**src/rtl/nios_fprint_sys_info.sv**
```systemverilog
// System-identification and uptime register file on an Avalon-MM slave port.
// Optional 64-bit uptime counter, shadow_hi and CTRL are built only when NIOS_FPRINT_SYSID_UPTIME_EN is defined.
module nios_fprint_sys_info #(
  parameter logic [31:0] ID_VALUE        = 32'h556CC289,
  parameter logic [31:0] TIMESTAMP_VALUE = 32'd0,
  parameter int unsigned NUM_CORES       = 4,
  parameter logic [7:0]  HW_VERSION      = 8'd2
) (
  input  logic        clock,
  input  logic        reset,
  input  logic [2:0]  address,
  input  logic        read,
  input  logic        write,
  input  logic [31:0] writedata,
  output logic [31:0] readdata,
  output logic        readdatavalid
);

  // Handshake: no waitrequest. A read strobe sampled at a clock edge yields
  // readdatavalid=1 with readdata for exactly the following cycle; readdata
  // holds otherwise. A write colliding with a read is dropped.

  localparam logic [7:0] CORES = 8'(NUM_CORES);
`ifdef NIOS_FPRINT_SYSID_UPTIME_EN
  localparam logic UPTIME_CAP = 1'b1;
`else
  localparam logic UPTIME_CAP = 1'b0;
`endif
  localparam logic [31:0] CAPS_VALUE = {15'd0, UPTIME_CAP, HW_VERSION, CORES};

  logic [31:0] scratch;
  logic [31:0] rd_mux;
  logic        wr_ok;

  assign wr_ok = write & ~read;

`ifdef NIOS_FPRINT_SYSID_UPTIME_EN
  logic [63:0] uptime;
  logic [31:0] shadow_hi;
  logic        en;
  logic        ctrl_wr;

  assign ctrl_wr = wr_ok && (address == 3'd6);

  // CLR beats the increment; EN is updated by the same CTRL write.
  always_ff @(posedge clock or posedge reset) begin
    if (reset) begin
      uptime    <= '0;
      shadow_hi <= '0;
      en        <= 1'b1;
    end else begin
      if (ctrl_wr && writedata[1]) uptime <= '0;
      else if (en)                 uptime <= uptime + 64'd1;
      if (ctrl_wr) en <= writedata[0];
      // Snapshot the high half from the same pre-increment sample as LO.
      if (read && (address == 3'd4)) shadow_hi <= uptime[63:32];
    end
  end
`endif

  always_comb begin
    rd_mux = '0;
    case (address)
      3'd0: rd_mux = ID_VALUE;
      3'd1: rd_mux = TIMESTAMP_VALUE;
      3'd2: rd_mux = CAPS_VALUE;
      3'd3: rd_mux = scratch;
`ifdef NIOS_FPRINT_SYSID_UPTIME_EN
      3'd4: rd_mux = uptime[31:0];
      3'd5: rd_mux = shadow_hi;
      3'd6: rd_mux = {31'd0, en};
`endif
      default: rd_mux = '0;
    endcase
  end

  always_ff @(posedge clock or posedge reset) begin
    if (reset) begin
      scratch       <= '0;
      readdata      <= '0;
      readdatavalid <= 1'b0;
    end else begin
      readdatavalid <= read;
      if (read) readdata <= rd_mux;
      if (wr_ok && (address == 3'd3)) scratch <= writedata;
    end
  end

endmodule

```
**config.mk**
```make
export PLATFORM = sky130hd
export DESIGN_NAME = nios_fprint_sys_info
export DESIGN_NICKNAME = d
export VERILOG_FILES = /design/src/rtl/nios_fprint_sys_info.sv
export SDC_FILE = /design/constraint.sdc
export NUM_CORES = 1
export LEC_CHECK = 0
export CAP_MARGIN = 10
export CORE_ASPECT_RATIO = 1.1
export CORE_MARGIN = 5
export CORE_UTILIZATION = 48
export CTS_CLUSTER_SIZE = 25
export DETAILED_ROUTE_END_ITERATION = 16
export GPL_TIMING_DRIVEN = 0
export HOLD_SLACK_MARGIN = 0.1
export PLACE_DENSITY = 0.75
export SKIP_CTS_REPAIR_TIMING = 1
export SLEW_MARGIN = 15
export SYNTH_ARGS = -nofsm -noshare
export SYNTH_HDL_FRONTEND = slang
export SYNTH_SLANG_ARGS = --single-unit
```
**constraint.sdc**
```tcl
create_clock -name clock -period 2.2 [get_ports clock]
set_input_delay 0.22 -clock clock [delete_from_list [all_inputs] [get_ports clock]]
set_output_delay 0.22 -clock clock [all_outputs]
set_load 0.005 [all_outputs]
```
Word level (Yosys, flattened, before mapping)
Index checks and enable logic that the tools add are counted.
{"block": "word_totals", "register_bits": 65, "output_inout_bits": 33}
{"block": "op_classes", "bitwise_logic": 2, "n_reduce_logical": 2, "muxes": 1, "eq_ne": 2}
{"operator": "case mux 32 bit (3 select lines)", "count": 1}
{"operator": "== test 3 x 2 -> 1 bit (second input constant)", "count": 2}
{"operator": "logical NOT 3 bit", "count": 1}
{"operator": "AND 1 bit", "count": 1}
{"operator": "logical AND 1 bit", "count": 1}
{"operator": "NOT 1 bit", "count": 1}

Depth between registers and ports, before layout
{"block": "depth", "ltp_word": 3, "depth_mapped": 6}

Worst setup path after synthesis
OpenSTA, ideal clock, no wires.
{"block": "synth_path", "path_kind": "input to register", "from": "input port read", "to": "register scratch[0]", "slack_ps": 827, "required_ps": 2075, "path_stages": 5, "arrival_ps": 1248, "setup_time_ps": 125, "path_cell_list": "buf_2 > nor4bb_4 > buf_6 > buf_12 > mux2_4"}
{"block": "synth_via", "elab_chain_len": 3}
{"item": "from (decl)", "line_no": "12", "source": "input logic read,"}
{"item": "NOT 1 bit", "line_no": "35", "source": "assign wr_ok = write & ~read;"}
{"item": "AND 1 bit", "line_no": "35"}
{"item": "logical AND 1 bit", "line_no": "85", "source": "if (wr_ok && (address == 3'd3)) scratch <= writedata;"}
{"item": "to (signal assigned)", "line_no": "85"}
{"item": "to (decl)", "line_no": "31", "source": "logic [31:0] scratch;"}
No other way between the ends.
A chain may end at the register's enable or synchronous reset.

Worst setup path after layout
{"block": "layout_path", "from": "input port address[1]", "to": "register scratch[0]"}
{"block": "layout_via", "elab_chain_len": 2}
{"item": "from (decl)", "line_no": "11", "source": "input logic [2:0] address,"}
{"item": "== test 3 x 2 -> 1 bit", "line_no": "85"}
{"item": "logical AND 1 bit", "line_no": "85"}
No other way between the ends.

==> impl_metrics.csv <==
group,metric,value,unit
routing,routedWlPerCell,15.20,um
finish,final_core_utilization,69.29,%
finish,total_non_filler_cell_area_in_the_finished_layout,3762,um^2
clock_network,cts_made_buffers,9,
timing,postLayoutSetupSlackWorst,0.5972,ns
timing,timing.hold.ws,0.2390,ns
timing,maxClockFrequency,623.9,MHz
finish,final_common_cell,"clkdlybuf4s50_1",
timing,max_slew.worst_pin.slew,0.4816,ns
place,io_buffer_count,71,
setup_path,cp-start-kind,"primary input",
finish,final_layout_size_suffix_gt1_share,18.60,%
clock_network,clk_pin_slew,0.07,ns
timing,finalHoldViolCount,0,
routing,postRouteWirelength,5.717,mm
routing,drc,0,
yosys,post-synth-top-area-cell,"dfrtp_1",
floorplan,coreArea,5430,um^2
floorplan,placement_rows,28,
power_and_ir_drop,power.static_leakage,0.001631,uW
grt,global_route.usage.total,17.68,%
setup_path,critical_path_arrival,1.81,ns
finish,synthToLayoutAreaGrowth,38.70,%
grt,global_route_congestion_overflow_total,0,
clock_network,htree_num_levels,3,
yosys,synth_sequential_area_ratio,59.96,%
place,hpwlAfterDp,4.192,mm
grt,vias_in_the_first_global_route,1954,
floorplan,fp.dieArea,7256,um^2
routing,drc_marker_count_from_the_first_detailed_route_iteration,47,
yosys,synthesis.instances,213,
floorplan,die_height,88.85,um
timing,report.final.setup_viol,0,
power_and_ir_drop,ir_drop,0.0004821,V
routing,routed_via_density,4.888,
setup_path,timing.critical_path.fanout_max,10,
timing,worst_slew_margin_rel,67.90,%
yosys,ys_top_cells_by_area,"dfrtp_1 60%, mux2_4 17%, inv_1 4.6%",
place,detailed_place.area,3540,um^2
place,gp_congestion,0.7610,
timing,finalWorstPathRequiredPeriod,1.603,ns
floorplan,die_width,81.68,um
timing,skew,0.006026,ns
finish,nNetsFinal,335,
grt,pin_count_of_the_biggest_net_entering_global_routing,36,
yosys,synth.top_cell.area_share,59.96,%
clock_network,clock-sinks,65,
power_and_ir_drop,power-per-cell-area,815.2,nW/um^2
clock_network,clk_root_buffer_cell,"clkbuf_8",
clock_network,max_root_sink_buffers,2,
timing,grt_setup_unrepaired,"no",
setup_path,crit_path_required_time,2.41,ns
yosys,postSynthRegisterBits,65,
clock_network,worstSkewPairLatency,0.33,ns
timing,final.period_utilization,72.85,%
grt,grt_antenna_before_repair,0,
floorplan,boundaryPins,72,
yosys,synth.yosys.warnings,0,
setup_path,criticalPathCategory,"in2reg",
grt,grt_first_pass_wirelength,9.397,mm
place,setup_slack_after_placement,0.2607,ns
floorplan,initial_core_util,49.95,%
routing,num_vias,1838,
run_status,run_status,"complete, no violations",
yosys,syn_area_per_cell,12.74,um^2
routing,drtAntennaViolNets,0,
yosys,synthDistinctLibCells,19,
min_path,worstHoldPathType,"in2async",
yosys,postSynthNetCount,252,
finish,n_antenna_cell,0,
timing,drv_slew,0,
setup_path,worst_setup_path_end_kind,"flip-flop",
yosys,netlist_area,2713,um^2
finish,most-common-layout-cells,"71 x clkdlybuf4s50_1, 65 x dfrtp_1, 32 x inv_1",
clock_network,tritoncts,"built",
routing,first_pass_iters,4,
run,max_cap_violations,0,
[layer usage]
metal,vias up,GRT usage [%],routed length [um]
met5,-,0,0
met1,916,22.46,2401
li1,865,-,-
met4,0,8.610,82
met2,50,29.11,3006
met3,7,3.259,226
[area by class of cell]
type	instances	area (um^2)
tap	75	93.84
clock inverter	2	60.06
multi-input combinational	102	853.3
buffer	13	108.9
fill	414	1668
inverter	33	126.4
timing repair buffer	72	730.7
sequential	65	1627
clock buffer	14	162.7
[worst max-delay path, stage by stage]
cell	delay (ns)
clkdlybuf4s50_1	0.55
and2_4	0.20
nor4bb_4	0.20
buf_6	0.18
buf_12	0.16
mux2_4	0.30
[cell families after synthesis]
group / share of synthesized area (%)
muxes: 17.44
AOI/OAI and AO/OA: 9.271
DFF: 59.96
buffers and inverters: 8.579
and+or+nand+nor: 4.750
[state kept, by name, summed over array words and instances, names as in the netlist]
| signal | flops |
|---|---|
| scratch | 32 |
| readdatavalid | 1 |
| readdata | 32 |
[cells in the mapped netlist (all sizes together)]
library cell and n:
inv 33, o22ai 15, mux2 32, nor2 1
and4b 1, o21ai 17, nand2b 2, buf 7
and2 1, a21boi 1, a21oi 13, nor4bb 1
nand2 17, dfrtp 65, clkbuf 6, nand3 1
[path summary, 6_finish.rpt]
check / start / slack, ns / depth (start not counted) / end
worst max-delay path: address[1] / 0.60 / 6 / scratch[0]
max in group asynchronous: reset / 1.45 / 3 / readdata[0]
worst min-delay path: reset / 0.24 / 2 / readdata[16]
min in group clock: read / 0.36 / 1 / readdatavalid
worst min register to register: scratch[6] / 0.49 / 2 / readdata[6]
worst max register to register: scratch[2] / 1.41 / 3 / readdata[2]
[stage by stage]
stage	total power (uW)	setup TNS (ns)	std cells
after floorplan	1751	0	213
after global placement	1946	-45.39	359
after detailed placement	1969	0	360
after CTS	3095	0	376
after global routing	3211	0	376
final	3067	0	376
[where the power goes]
group	switching, uW	internal, uW
clock network	418	702
registers	98.2	1370
logic	149	331
Note: power is estimated with default switching activity, not from simulation.
